`src/rtl/fwperiph_dma_pkg.sv`:
```
// Shared constants and types for the fwperiph DMA channel arbiter.
package fwperiph_dma_pkg;

    localparam int unsigned FWPERIPH_DMA_CH_IDX_W = 5;
    localparam int unsigned FWPERIPH_DMA_PRI_W    = 2;

    typedef enum logic [1:0] {
        StIdle     = 2'd0,
        StStart    = 2'd1,
        StWaitBusy = 2'd2,
        StWaitDone = 2'd3
    } arb_state_e;

endpackage

```
`src/rtl/fwperiph_dma_ch_arb_if.sv`:
```
// Channel-arbiter bus: channel request side plus the shared engine handshake.
// master: the arbiter. slave: the register file / engine / monitor side.
interface fwperiph_dma_ch_arb_if #(
    parameter int unsigned ch_count = 4
);
    import fwperiph_dma_pkg::*;

    logic [ch_count-1:0]                   ch_req;
    logic [ch_count-1:0]                   ch_en;
    logic [FWPERIPH_DMA_PRI_W*ch_count-1:0] ch_pri;
    logic [FWPERIPH_DMA_CH_IDX_W-1:0]      ch_sel;
    logic                                  dma_start;
    logic                                  dma_busy;
    logic [ch_count-1:0]                   ch_done;
    logic                                  arb_active;

    modport master (
        input  ch_req, ch_en, ch_pri, dma_busy,
        output ch_sel, dma_start, ch_done, arb_active
    );

    modport slave (
        output ch_req, ch_en, ch_pri, dma_busy,
        input  ch_sel, dma_start, ch_done, arb_active
    );

endinterface

```
`src/rtl/fwperiph_dma_rr_pick.sv`:
```
// Combinational rotating picker: first set bit of mask_i at or after ptr_i,
// wrapping to bit 0. ptr_i must be below ch_count.
module fwperiph_dma_rr_pick
    import fwperiph_dma_pkg::*;
#(
    parameter int unsigned ch_count = 4
) (
    input  logic [ch_count-1:0]              mask_i,
    input  logic [FWPERIPH_DMA_CH_IDX_W-1:0] ptr_i,
    output logic [FWPERIPH_DMA_CH_IDX_W-1:0] idx_o,
    output logic                             valid_o
);

    logic [FWPERIPH_DMA_CH_IDX_W-1:0] hi_idx;
    logic [FWPERIPH_DMA_CH_IDX_W-1:0] lo_idx;
    logic                             hi_valid;

    // Lowest set bit at/above the pointer beats the lowest set bit below it.
    always_comb begin
        hi_idx   = '0;
        lo_idx   = '0;
        hi_valid = 1'b0;
        // Descending scan: the last hit in each half is its lowest index.
        for (int i = ch_count - 1; i >= 0; i--) begin
            if (mask_i[i]) begin
                if (i >= int'(ptr_i)) begin
                    hi_idx   = FWPERIPH_DMA_CH_IDX_W'(i);
                    hi_valid = 1'b1;
                end else begin
                    lo_idx = FWPERIPH_DMA_CH_IDX_W'(i);
                end
            end
        end
        valid_o = |mask_i;
        idx_o   = hi_valid ? hi_idx : lo_idx;
    end

endmodule

```
`src/rtl/fwperiph_dma_ch_arb.sv`:
```
// DMA channel arbiter/sequencer: grants one channel to the shared engine,
// pulses dma_start, follows dma_busy to completion and pulses ch_done.
// Optional feature: define FWPERIPH_DMA_ARB_PRIORITY_EN to honour ch_pri;
// otherwise selection is pure round-robin and ch_pri is ignored.
module fwperiph_dma_ch_arb
    import fwperiph_dma_pkg::*;
#(
    parameter int unsigned ch_count = 4
) (
    input  logic                  clock,
    input  logic                  reset_n,
    fwperiph_dma_ch_arb_if.master bus
);

    arb_state_e                       state_q, state_d;
    logic [FWPERIPH_DMA_CH_IDX_W-1:0] ch_sel_q, ch_sel_d;
    logic [FWPERIPH_DMA_CH_IDX_W-1:0] rr_ptr_q, rr_ptr_d;
    logic [ch_count-1:0]              ch_done_q, ch_done_d;

    logic [ch_count-1:0]              eligible;
    logic [ch_count-1:0]              pick_mask;
    logic [FWPERIPH_DMA_CH_IDX_W-1:0] pick_idx;
    logic                             pick_valid;

    // The channel just completed sits out the done cycle so it can drop ch_req.
    assign eligible = bus.ch_req & bus.ch_en & ~ch_done_q;

`ifdef FWPERIPH_DMA_ARB_PRIORITY_EN
    logic [FWPERIPH_DMA_PRI_W-1:0] max_pri;

    // Reduce the eligible set to the channels at the highest requested priority.
    always_comb begin
        max_pri   = '0;
        pick_mask = '0;
        for (int i = 0; i < ch_count; i++) begin
            if (eligible[i] && (bus.ch_pri[FWPERIPH_DMA_PRI_W*i +: FWPERIPH_DMA_PRI_W] > max_pri)) begin
                max_pri = bus.ch_pri[FWPERIPH_DMA_PRI_W*i +: FWPERIPH_DMA_PRI_W];
            end
        end
        for (int i = 0; i < ch_count; i++) begin
            if (eligible[i] && (bus.ch_pri[FWPERIPH_DMA_PRI_W*i +: FWPERIPH_DMA_PRI_W] == max_pri)) begin
                pick_mask[i] = 1'b1;
            end
        end
    end
`else
    assign pick_mask = eligible;
`endif

    fwperiph_dma_rr_pick #(
        .ch_count (ch_count)
    ) u_rr_pick (
        .mask_i  (pick_mask),
        .ptr_i   (rr_ptr_q),
        .idx_o   (pick_idx),
        .valid_o (pick_valid)
    );

    // Next-state logic: grant in idle, then start, wait for busy, wait for idle engine.
    always_comb begin
        state_d   = state_q;
        ch_sel_d  = ch_sel_q;
        rr_ptr_d  = rr_ptr_q;
        ch_done_d = '0;
        unique case (state_q)
            StIdle: begin
                if (pick_valid) begin
                    ch_sel_d = pick_idx;
                    state_d  = StStart;
                end
            end
            StStart: begin
                state_d = StWaitBusy;
            end
            StWaitBusy: begin
                if (bus.dma_busy) begin
                    state_d = StWaitDone;
                end
            end
            StWaitDone: begin
                if (!bus.dma_busy) begin
                    ch_done_d = ch_count'(1) << ch_sel_q;
                    // Wraps to 0; with a single channel this keeps the pointer at 0.
                    if (ch_sel_q == FWPERIPH_DMA_CH_IDX_W'(ch_count - 1)) begin
                        rr_ptr_d = '0;
                    end else begin
                        rr_ptr_d = ch_sel_q + FWPERIPH_DMA_CH_IDX_W'(1);
                    end
                    state_d = StIdle;
                end
            end
            default: begin
                state_d = StIdle;
            end
        endcase
    end

    // State registers; reset aborts any transfer without telling the engine.
    always_ff @(posedge clock or negedge reset_n) begin
        if (!reset_n) begin
            state_q   <= StIdle;
            ch_sel_q  <= '0;
            rr_ptr_q  <= '0;
            ch_done_q <= '0;
        end else begin
            state_q   <= state_d;
            ch_sel_q  <= ch_sel_d;
            rr_ptr_q  <= rr_ptr_d;
            ch_done_q <= ch_done_d;
        end
    end

    assign bus.ch_sel     = ch_sel_q;
    assign bus.ch_done    = ch_done_q;
    assign bus.dma_start  = (state_q == StStart);
    assign bus.arb_active = (state_q != StIdle);

endmodule

```
`src/flat_wrapper.sv`:
```
// flat-port wrapper written by rule: the top's interface ports become plain ports
module fwperiph_dma_ch_arb_flat import fwperiph_dma_pkg::*;
#(
    parameter int unsigned ch_count = 4
)
  (clock, reset_n, bus_ch_req, bus_ch_en, bus_ch_pri, bus_dma_busy, bus_ch_sel, bus_dma_start, bus_ch_done, bus_arb_active);
  fwperiph_dma_ch_arb_if #(.ch_count(ch_count)) bus_i ();
  input  logic clock;
  input  logic reset_n;
  input wire logic [$bits(bus_i.ch_req)-1:0] bus_ch_req;
  input wire logic [$bits(bus_i.ch_en)-1:0] bus_ch_en;
  input wire logic [$bits(bus_i.ch_pri)-1:0] bus_ch_pri;
  input wire logic [$bits(bus_i.dma_busy)-1:0] bus_dma_busy;
  output wire logic [$bits(bus_i.ch_sel)-1:0] bus_ch_sel;
  output wire logic [$bits(bus_i.dma_start)-1:0] bus_dma_start;
  output wire logic [$bits(bus_i.ch_done)-1:0] bus_ch_done;
  output wire logic [$bits(bus_i.arb_active)-1:0] bus_arb_active;
  assign bus_i.ch_req = bus_ch_req;
  assign bus_i.ch_en = bus_ch_en;
  assign bus_i.ch_pri = bus_ch_pri;
  assign bus_i.dma_busy = bus_dma_busy;
  assign bus_ch_sel = bus_i.ch_sel;
  assign bus_dma_start = bus_i.dma_start;
  assign bus_ch_done = bus_i.ch_done;
  assign bus_arb_active = bus_i.arb_active;
  fwperiph_dma_ch_arb #(.ch_count(ch_count)) u_core (.clock(clock), .reset_n(reset_n), .bus(bus_i));
endmodule
```
`config.mk`:
```
export PLATFORM = sky130hd
export DESIGN_NAME = fwperiph_dma_ch_arb_flat
export DESIGN_NICKNAME = d
export VERILOG_FILES = /design/src/rtl/fwperiph_dma_pkg.sv /design/src/rtl/fwperiph_dma_ch_arb_if.sv /design/src/rtl/fwperiph_dma_rr_pick.sv /design/src/rtl/fwperiph_dma_ch_arb.sv /design/src/flat_wrapper.sv
export SDC_FILE = /design/constraint.sdc
export NUM_CORES = 1
export LEC_CHECK = 0
export BUFFER_PORTS_ARGS = -buffer_cell sky130_fd_sc_hd__buf_4
export CORE_MARGIN = 10
export CORE_UTILIZATION = 50
export CTS_CLUSTER_DIAMETER = 50
export DETAILED_ROUTE_END_ITERATION = 7
export PLACE_DENSITY = 0.8
export SYNTH_ARGS = -nofsm -noshare
export SYNTH_HDL_FRONTEND = slang
export SYNTH_SLANG_ARGS = --single-unit
```
`constraint.sdc`:
```
create_clock -name clock -period 2 [get_ports clock]
set_input_delay 0.2 -clock clock [delete_from_list [all_inputs] [get_ports clock]]
set_output_delay 0.2 -clock clock [all_outputs]
set_load 0.01 [all_outputs]
```
== Yosys cells after proc, flatten, opt, wreduce, memory -nomap -nowiden ==
Cells that the tools add are included.

* Magnitude comparators: 4
* Bitwise gates (word level): 4
* Reduce and logical (&&, ||, !) cells: 6
* Mux-type cells: 32
* Add/sub/neg operators: 1
* Shifts and indexed selects: 1
* Equal/unequal tests: 7

{| class="wikitable"
|+ Operators with widths
! cell !! count
|-
| two-way mux 5 bit || 14
|-
| two-way mux 2 bit || 7
|-
| greater-or-equal comparator 1 x 5 -> 1 bit (first input constant) || 2
|-
| greater-or-equal comparator 2 x 5 -> 1 bit (first input constant) || 2
|-
| AND 4 bit || 2
|-
| two-way mux 1 bit || 8
|-
| two-way mux 4 bit || 2
|-
| case mux 2 bit (4 select lines) || 1
|-
| adder 5 x 1 -> 5 bit (second input constant) || 1
|-
| == test 5 x 2 -> 1 bit (second input constant) || 1
|-
| left shift 1 x 5 -> 4 bit (first input constant) || 1
|-
| == test 2 bit (second input constant) || 2
|-
| != test 2 bit (second input constant) || 2
|-
| NOT 4 bit || 1
|-
| AND reduction 2 bit || 2
|-
| OR reduction 4 bit || 1
|-
| AND reduction 3 bit || 1
|-
| == test 2 x 1 -> 1 bit (second input constant) || 1
|-
| zero test 2 bit || 1
|-
| != test 2 x 1 -> 1 bit (second input constant) || 1
|-
| nonzero test 2 bit || 1
|-
| NOT 1 bit || 1
|}

* Register bits: 16
* Word-level logic and storage cells: 59

== Longest topological paths before layout ==
Gate-level depths: netlist (run 1).

* Depth in word-level cells: 10
* Mapped depth: 6

== Hierarchy ==
From an unflattened synthesis (run 1), not the netlist that was laid out.

* Cell total of the unflattened synthesis: 89
* Area, all modules: 928.4 um^2

{| class="wikitable"
|+ By module, submodules not included
! module !! cells an instance !! area each (um^2) !! times used !! sequential area each (um^2)
|-
| fwperiph_dma_ch_arb || 66 || 767.0 || 1 || 400.4
|-
| fwperiph_dma_rr_pick || 23 || 161.4 || 1 || 0.0
|}

== Worst setup path before layout (run 1) ==
Ideal clock, no wire load.

* Kind: reg2reg
* Start: reg u_core.state_q[0]
* End: reg u_core.state_q[1]
* Buffers on the path: 0
* Library setup time: 0.125 ns
* Required time: 1.875 ns
* Cell stages (with the launch flop): 6
* Arrival time: 1.230 ns
* Setup slack: 0.645 ns
* Clock period less this slack: 1.355 ns
* Cell sequence: dfrtp_1 -> inv_1 -> ha_1 -> inv_1 -> o221ai_2 -> mux2_4

* Word-level cells in the longest chain between the ends: 3

{| class="wikitable"
|+ RTL lines
! item !! RTL line !! text
|-
| start, declared || fwperiph_dma_ch_arb.sv:15 || <nowiki>arb_state_e state_q, state_d;</nowiki>
|-
| start signal, assigned || fwperiph_dma_ch_arb.sv:101 || <nowiki>state_q <= StIdle;</nowiki>
|-
| start signal, assigned || fwperiph_dma_ch_arb.sv:106 || <nowiki>state_q <= state_d;</nowiki>
|-
| == test 2 bit or zero test 2 bit (tied branches) || fwperiph_dma_ch_arb.sv:65 || <nowiki>unique case (state_q)</nowiki>
|-
| != test 2 bit (no line) or != test 2 x 1 -> 1 bit (tied branches) || n/a ||
|-
| AND reduction 3 bit (no line) || n/a ||
|}

Several ways; a longest one is shown, not always the timed one.
A chain may end at the register's enable or synchronous reset.

== Final worst setup path (run 1) ==
* Start: reg u_core.state_q[0]
* End: out bus_arb_active

* Word-level cells in the longest chain between the ends: 1

{| class="wikitable"
|+ RTL lines
! item !! RTL line !! text
|-
| nonzero test 2 bit || fwperiph_dma_ch_arb.sv:116 || <nowiki>assign bus.arb_active = (state_q != StIdle);</nowiki>
|-
| end, declared || flat_wrapper.sv:17 || <nowiki>output wire logic [$bits(bus_i.arb_active)-1:0] bus_arb_active;</nowiki>
|}

Every way passes these cells.

==> impl_metrics.env, run 1 <==
export IMPL_clockRootBuffer="clkbuf_4"
export IMPL_syn_area_per_cell_sq_um=11.2
export IMPL_synthCells=65
export IMPL_crit_type="reg -> out"
export IMPL_synth_top_area_share_pct=34.3
export IMPL_dieArea_sq_um=3390
export IMPL_ir_drop_v=0.000661
export IMPL_whs_ns=0.279
export IMPL_ys_seq_area_share_pct=34.3
export IMPL_maxCapViolCount=0
export IMPL_synth_ff_type="dfrtp_1"
export IMPL_cts_htree_levels=1
export IMPL_synth_cell_area_sq_um=729
export IMPL_drc_errors=0
export IMPL_crit_path_start="u_core.state_q[0]"
export IMPL_hold_class="in -> reg"
export IMPL_synthTopCellsByCount="dfrtp_1, ha_1, inv_1"
export IMPL_die_h_microns=58.2
export IMPL_required_ns=1.80
export IMPL_crit_path_max_incr_delay_ns=0.37
export IMPL_antenna_found_initial=0
export IMPL_internal_power_mw=0.658
export IMPL_synth_edf_count=0
export IMPL_crit_path_end_kind="output port"
export IMPL_io_pins=30
export IMPL_rsz0062_at_grt="no"
export IMPL_nets=115
export IMPL_synth_area_leaders="dfrtp_1, ha_1, nand3b_4"
export IMPL_path_max_fanout=4
export IMPL_ant_nets=0
export IMPL_drive_above_1_share_pct=39.1
export IMPL_cp_arrival_ns=1.24
export IMPL_sequentialPowerShare_pct=33.6
export IMPL_setup_viol=0
export IMPL_grt_pass1_wl_microns=2620
export IMPL_cp_cell_sequence="inv_1 > ha_1 > inv_1 > buf_4"
export IMPL_slowest_stage="dfrtp_1"
export IMPL_vias_per_cell=5.23
export IMPL_clk_latency_ns=0.26
export IMPL_drt_first_pass_iters=4
export IMPL_wire_per_inst_microns=14.1
export IMPL_clk_pin_slew_worst_paths_ns=0.06
export IMPL_yosysUniqueCellTypes=24
export IMPL_worstSetupStartpointType="register"
export IMPL_r2r_start="u_core.state_q[0]"
export IMPL_synth_top_cell_by_area="dfrtp_1"
export IMPL_cp_buffers_inverters=3
export IMPL_via_count=533
export IMPL_cts_tree="done"
export IMPL_ys_ff_latch=10
export IMPL_switchingPower_mw=0.405
export IMPL_die_x_microns=58.2
export IMPL_dp_hpwl_microns=1250
export IMPL_swShare_pct=38.1
export IMPL_pwr_share_comb_pct=49.7
export IMPL_first_iter_violations=3
export IMPL_yosys_warnings=0
export IMPL_path_delay_family="buffers and inverters"
export IMPL_fmax_mhz=693
export IMPL_grt_pass1_vias=579
export IMPL_gp_congestion=0.713
export IMPL_std_cell_rows=13
export IMPL_start_util_pct=54.7
export IMPL_hold_violations=0
export IMPL_track_usage_pct=9.86
export IMPL_io_buffers=18
export IMPL_status="complete, no violations"
export IMPL_coreArea_sq_um=1330
export IMPL_cts_made_buffers=3
export IMPL_fin_tns_setup_ns=0
export IMPL_wl_microns=1440
export IMPL_grt_start_max_net_pins=11
export IMPL_clkSinkCount=10
export IMPL_fin_crit_ns=1.44
export IMPL_pwr_share_clk_pct=16.7
export IMPL_syn2layout_area_growth_pct=25.4
export IMPL_worst_hold_startpoint="bus_dma_busy"
export IMPL_cts_max_path_buffers=2
export IMPL_slew_violations=0
export IMPL_async_flop_share_pct=100
export IMPL_path_common_cell="inv_1"
export IMPL_yosysMostFrequentCell="dfrtp_1"
export IMPL_powerDensity_nw_per_um2=1160
export IMPL_finClkSkew_ns=0.00297
export IMPL_period_share_pct=72.2
export IMPL_post_cts_buffers=0
export IMPL_power_leakage_nw=0.481
export IMPL_grt_overflow_total=0
export IMPL_n_antenna_cell=0
cell usage in the layout (no fill, tap or decap), drive strengths merged, types with 2 or more instances in the layout:
cell and count:
buf 18, a21oi 3, inv 6, nor2 4, conb 3, nand2 2
dfrtp 10, nand3b 4, mux2 4, ha 8, o21ai 3, clkbuf 4
and2 4, o22ai 2, o21a 3
path summary, 6_finish.rpt:
| kind | endpoint | slack (ns) | cells past startpoint |
|---|---|---|---|
| min reg2reg | u_core.state_q[1] | 0.59 | 1 |
| min | u_core.state_q[0] | 0.28 | 3 |
| min in group asynchronous | u_core.bus.ch_done[3] | 0.29 | 2 |
| max in group asynchronous | u_core.bus.ch_done[0] | 1.57 | 2 |
| max reg2reg | u_core.state_q[1] | 0.58 | 5 |
| max | bus_arb_active | 0.56 | 4 |
state kept, by name (all words and copies together), names as in the netlist:
| name | count |
|---|---|
| u_core.bus.ch_sel | 2 |
| u_core.rr_ptr_q | 2 |
| u_core.state_q | 2 |
| u_core.bus.ch_done | 4 |
what timing repair did:
item,4_1_cts,5_1_grt
endpoints found under the hold margin,10,0
hold buffers,1,0
resized for setup,0,0
per-stage QoR:
stage | area (sq um) | worst slack, ns | total power, mW | instances | utilization, %
after floorplan | 737 | 0.645 | 0.713 | 67 | -
after global placement | 868 | 0.600 | 0.868 | 97 | 65.1
after detailed placement | 868 | 0.579 | 0.895 | 97 | 65.1
after CTS | 915 | 0.542 | 1.08 | 102 | 68.6
after global routing | 915 | 0.462 | 1.18 | 102 | 68.6
final | 915 | 0.557 | 1.06 | 102 | 68.6
layer usage:
layer	wire [microns]	global-route usage, %	share of wire (%)	vias to the layer above
li1	-	-	-	267
met1	579	10.0	40	245
met2	705	16.1	49	14
met3	87	3.27	6.1	7
met4	65	8.05	4.5	0
met5	0	0	0	-
worst min-delay path, cell delays in order:
cell     delay [ns]
buf_4          0.13
o32ai_1        0.10
a21oi_1        0.07
layout make-up:
cell class / instances / area, sq um
fillers: 108 / 419
multi-input cells: 48 / 442
flip-flops and latches: 10 / 250
repair buffers: 19 / 145
clock buffers: 4 / 36.3
inverters: 6 / 22.5
well taps: 15 / 18.8
cell families after synthesis:
family / share of synthesized area (%)
DFF: 34.3
adders and majority gates: 13.7
and+or+nand+nor: 23.3
muxes: 6.69
other: 0.514
AOI/OAI and AO/OA: 15.3
buffers and inverters: 6.17
power groups by stage:
stage	Combinational, mW	Sequential [mW]	Clock, mW
after global routing	0.607	0.374	0.194
final	0.529	0.357	0.178
after floorplan	0.360	0.353	0
after detailed placement	0.535	0.360	0
after global placement	0.511	0.357	0
after CTS	0.541	0.357	0.187
Power figures use the tool's default switching activity.
==> run 2: changes to the inputs <==
- CORE_UTILIZATION: 50 -> 46
- PLACE_DENSITY: 0.8 -> 0.74
- clock period: 2 -> 1.45 ns (I/O delays scaled with it)
==> run 2 against run 1 <==
  * Routed wire length fell by 1.3%
  * Design area rose by 1.2%
  * Register-to-register slack got worse by 0.54 ns
  * Clock skew fell by 0.0015 ns
  * Clock power rose by 39%
  * Combinational power rose by 41%
  * Via count fell by 2.1%
  * Sequential power rose by 39%
  * Sequential share of layout area fell by 0.33 points
  * Cell count rose by 2.0%
  * Critical path type is now reg -> reg
  * Largest cell class unchanged
  * Largest power group unchanged
==> impl_metrics.env, run 2 (synthesized netlist as in run 1, its figures left out) <==
export IMPL_top_layer="met4"
export IMPL_grt_pass1_vias=463
export IMPL_gp_congestion=0.708
export IMPL_grt_overflow_total=0
export IMPL_dr_wl_met3_microns=105
export IMPL_status="complete, no violations"
export IMPL_crit_type="reg -> reg"
export IMPL_largest_register_ff_count=4
export IMPL_die_h_microns=59.8
export IMPL_path_max_fanout=4
export IMPL_cts_tree="done"
export IMPL_powerDensity_nw_per_um2=1610
export IMPL_slowest_stage="dfrtp_1"
export IMPL_first_iter_violations=3
export IMPL_cts_max_path_buffers=2
export IMPL_clk_latency_ns=0.26
export IMPL_io_buffers=18
export IMPL_clk_pin_slew_worst_paths_ns=0.06
export IMPL_cts_made_buffers=3
export IMPL_start_util_pct=48.4
export IMPL_clockRootBuffer="clkbuf_4"
export IMPL_ir_drop_v=0.000821
export IMPL_n_antenna_cell=0
export IMPL_worstSetupStartpointType="register"
export IMPL_dp_slack_ns=0.0316
export IMPL_final_common_cell="buf_4"
export IMPL_grt_start_max_net_pins=11
export IMPL_io_pins=30
export IMPL_cp_cell_sequence="inv_2 > ha_1 > inv_1 > o221ai_2 > mux2_4"
export IMPL_drc_errors=0
export IMPL_stdcell_count=104
export IMPL_fin_area_sq_um=926
export IMPL_required_ns=1.60
export IMPL_grt_pass1_wl_microns=2140
export IMPL_ant_nets=0
export IMPL_dieArea_sq_um=3580
export IMPL_syn2layout_area_growth_pct=26.9
export IMPL_setup_viol=0
export IMPL_nFillCells=123
export IMPL_fin_ws_ns=0.0381
export IMPL_period_share_pct=97.4
export IMPL_dp_hpwl_microns=1130
export IMPL_vias_per_cell=5.02
export IMPL_hold_violations=0
export IMPL_power_leakage_nw=0.484
export IMPL_fmax_mhz=708
export IMPL_cts_htree_levels=1
export IMPL_mostFrequentLayoutCells="buf_4, dfrtp_1, ha_1"
export IMPL_crit_path_end_kind="register"
export IMPL_placed_cells=98
export IMPL_nets=116
export IMPL_wl_microns=1420
export IMPL_std_cell_rows=14
export IMPL_drt_first_pass_iters=3
export IMPL_dr_wl_met2_microns=721
export IMPL_coreArea_sq_um=1510
export IMPL_wire_per_inst_microns=13.7
export IMPL_crit_path_max_incr_delay_ns=0.41
export IMPL_clkSinkCount=10
export IMPL_maxCapViolCount=0
export IMPL_antenna_found_initial=0
export IMPL_drive_above_1_share_pct=42.0
export IMPL_fin_crit_ns=1.41
export IMPL_via_count=522
export IMPL_slew_violations=0
export IMPL_hold_class="in -> reg"
export IMPL_placed_cell_area_sq_um=870
export IMPL_utilization_pct=61.5
export IMPL_cp_arrival_ns=1.56
export IMPL_finClkSkew_ns=0.00152
export IMPL_whs_ns=0.214
export IMPL_routedLengthMet1_microns=574
export IMPL_track_usage_pct=7.71
export IMPL_die_x_microns=59.8
-- run 2: changes by cell type in the layout (fill, tap and decap cells not counted), sizes merged --
cell / before / now
buf: 18 / 19
-- run 2: final timing paths --
path	cells after the start	slack (ns)	startpoint	end
setup reg to reg	5	0.04	u_core.state_q[0]	u_core.state_q[1]
hold reg to reg	1	0.58	u_core.state_q[1]	u_core.state_q[1]
max in group asynchronous	2	1.07	reset_n	u_core.bus.ch_sel[1]
setup / recovery	5	0.04	u_core.state_q[0]	u_core.state_q[1]
min in group asynchronous	2	0.25	reset_n	u_core.bus.ch_done[0]
hold / removal	3	0.21	bus_dma_busy	u_core.state_q[0]
-- run 2: layout make-up --
type,count,area (sq um),area share [%]
Multi-Input combinational cell,48,444,48.0
Sequential cell,10,250,27.0
Timing Repair Buffer,20,153,16.5
Clock buffer,4,36.3,3.92
Inverter,6,22.5,2.43
Tap cell,16,20.0,2.16
-- run 2: worst max-delay path: cells and delay by family, from the launching register on --
kind | cells | cell delay (ns)
flip-flops | 1 | 0.41
multiplexers | 1 | 0.32
adder cells (fa/ha/maj) | 1 | 0.21
AO/OA/AOI/OAI | 1 | 0.19
buffers and inverters | 2 | 0.16
-- run 2: what timing repair did --
action | in CTS | in global routing
hold buffers | 1 | 0
gates resized for setup | 0 | 2
setup buffers | 0 | 1
endpoints found under the setup margin | 0 | 4
endpoints found under the hold margin | 10 | 0
-- run 2: per-layer routing --
| layer | up-vias | GRT usage [%] |
|---|---|---|
| li1 | 270 | - |
| met1 | 238 | 7.91 |
| met2 | 10 | 13.5 |
| met3 | 4 | 3.18 |
| met4 | 0 | 2.88 |
| met5 | - | 0 |
-- run 2: metrics by stage --
stage / setup TNS (ns) / total power [mW]
floorplan: 0 / 0.984
global placement: 0 / 1.19
detailed placement: 0 / 1.21
CTS: 0 / 1.47
global route: -0.0224 / 1.61
finish: 0 / 1.49
-- run 2: report_power, final --
group	internal (mW)	total [mW]	leakage [nW]	switching, mW
Sequential	0.376	0.496	0.128	0.120
Clock	0.152	0.248	0.0210	0.0957
Combinational	0.395	0.744	0.335	0.349
Total	0.924	1.49	0.484	0.565
==> run 3: changes to the inputs <==
- CORE_UTILIZATION: 46 -> 49
- CTS_BUF_LIST: unset -> sky130_fd_sc_hd__clkbuf_2
- PLACE_DENSITY: 0.74 -> 0.78
- clock period: 1.45 -> 1.6 ns (I/O delays scaled with it)
==> run 3 against run 2 <==
  * Clock skew barely moved
  * Combinational power fell by 12%
  * Die area fell by 4.1%
  * Cell count fell by 2.9%
  * Critical endpoint is now u_core.bus.ch_sel[1]
  * Largest power group unchanged
==> impl_metrics.env, run 3 (synthesized netlist as in run 1, its figures left out) <==
export IMPL_status="complete, no violations"
export IMPL_track_usage_pct=9.38
export IMPL_dieArea_sq_um=3430
export IMPL_nets=115
export IMPL_path_max_fanout=4
export IMPL_die_x_microns=58.6
export IMPL_start_util_pct=54.0
export IMPL_post_cts_buffers=0
export IMPL_drt_first_pass_iters=2
export IMPL_crit_type="reg -> reg"
export IMPL_final_common_cell="buf_4"
export IMPL_crit_path_end_kind="register"
export IMPL_period_share_pct=88.1
export IMPL_cts_tree="done"
export IMPL_grt_pass1_vias=531
export IMPL_setup_viol=0
export IMPL_std_cell_rows=13
export IMPL_die_h_microns=58.6
export IMPL_slew_violations=0
export IMPL_grt_start_max_net_pins=11
export IMPL_cts_made_buffers=3
export IMPL_cts_htree_levels=1
export IMPL_coreArea_sq_um=1350
export IMPL_stdcell_count=101
export IMPL_clk_latency_ns=0.24
export IMPL_swShare_pct=40.0
export IMPL_via_count=528
export IMPL_cts_resized=0
export IMPL_cts_max_path_buffers=2
export IMPL_clkSinkCount=10
export IMPL_pwr_share_comb_pct=53.6
export IMPL_largest_register_ff_count=4
export IMPL_antenna_found_initial=0
export IMPL_fin_crit_ns=1.41
export IMPL_ctsHoldBuffers=1
export IMPL_io_buffers=18
export IMPL_hold_violations=0
export IMPL_powerDensity_nw_per_um2=1370
export IMPL_drive_above_1_share_pct=38.4
export IMPL_grt_overflow_total=0
export IMPL_utilization_pct=66.2
export IMPL_placed_cells=97
export IMPL_required_ns=1.75
export IMPL_switchingPower_mw=0.490
export IMPL_wl_microns=1440
export IMPL_rsz0062_at_grt="no"
export IMPL_drc_errors=0
export IMPL_io_pins=30
export IMPL_path_common_cell="inv_1"
export IMPL_fin_tns_setup_ns=0
export IMPL_nFillCells=119
export IMPL_finClkSkew_ns=0.00183
export IMPL_crit_path_max_incr_delay_ns=0.40
export IMPL_cp_cell_sequence="inv_1 > ha_1 > inv_1 > a41oi_2 > o21ai_1 > o22ai_1"
export IMPL_internal_power_mw=0.735
export IMPL_worstSetupStartpointType="register"
export IMPL_ant_nets=0
export IMPL_slowest_stage="dfrtp_1"
export IMPL_n_antenna_cell=0
export IMPL_vias_per_cell=5.23
export IMPL_syn2layout_area_growth_pct=22.5
export IMPL_ir_drop_v=0.000840
export IMPL_sequentialPowerShare_pct=36.3
export IMPL_cp_arrival_ns=1.56
export IMPL_gp_congestion=0.738
export IMPL_hold_class="in -> async"
export IMPL_clockRootBuffer="clkbuf_2"
export IMPL_wire_per_inst_microns=14.2
export IMPL_maxCapViolCount=0
export IMPL_power_leakage_nw=0.473
export IMPL_pwr_share_clk_pct=10.1
export IMPL_clk_pin_slew_worst_paths_ns=0.08
export IMPL_mostFrequentLayoutCells="buf_4, dfrtp_1, ha_1"
export IMPL_dp_hpwl_microns=1200
export IMPL_first_iter_violations=3
export IMPL_fmax_mhz=710
export IMPL_grt_pass1_wl_microns=2450
[run 3: power groups by stage]
stage	clock network (mW)	logic, mW	registers (mW)
after floorplan	0	0.451	0.441
after global placement	0	0.639	0.446
after detailed placement	0	0.665	0.448
after CTS	0.132	0.670	0.445
after global routing	0.145	0.748	0.464
final	0.124	0.656	0.445
[run 3: area by class of cell]
type / count / area [sq um] / area share [%]
multi-input cells: 48 / 442 / 49.4
clock buffers: 3 / 15.0 / 1.68
inverters: 6 / 22.5 / 2.52
flip-flops and latches: 10 / 250 / 28.0
repair buffers: 19 / 145 / 16.2
well taps: 15 / 18.8 / 2.10
[run 3: worst paths after layout]
kind / startpoint / end / slack, ns / cells after the start
max: u_core.state_q[0] / u_core.bus.ch_sel[1] / 0.19 / 6
min: reset_n / u_core.bus.ch_sel[1] / 0.27 / 2
max reg2reg: u_core.state_q[0] / u_core.bus.ch_sel[1] / 0.19 / 6
min reg2reg: u_core.state_q[1] / u_core.state_q[1] / 0.59 / 1
max in group asynchronous: reset_n / u_core.bus.ch_sel[0] / 1.20 / 2
min in group clock: bus_dma_busy / u_core.state_q[0] / 0.27 / 3
[run 3: through the flow]
step           area, sq um  setup slack (ns)  hold slack, ns  power, mW
2_1_floorplan          737             0.245          -0.136      0.891
3_3_place_gp           868             0.202        -0.00787       1.08
3_5_place_dp           868             0.194        -0.00880       1.11
4_1_cts                893             0.173           0.255       1.25
5_1_grt                893            0.0499           0.255       1.36
6_report               893             0.191           0.266       1.23
[run 3: critical path: cells and delay by family (launching register included)]
kind            cells  cell delay [ns]
buf+inv             2             0.22
fa+ha+maj           1             0.20
compound gates      3             0.52
flops               1             0.40
[run 3: routing by layer]
layer | GRT usage [%] | part of all wire [%]
met5 | 0 | 0
met4 | 4.92 | 1.6
met3 | 4.51 | 7.9
met2 | 16.4 | 51
met1 | 8.88 | 39
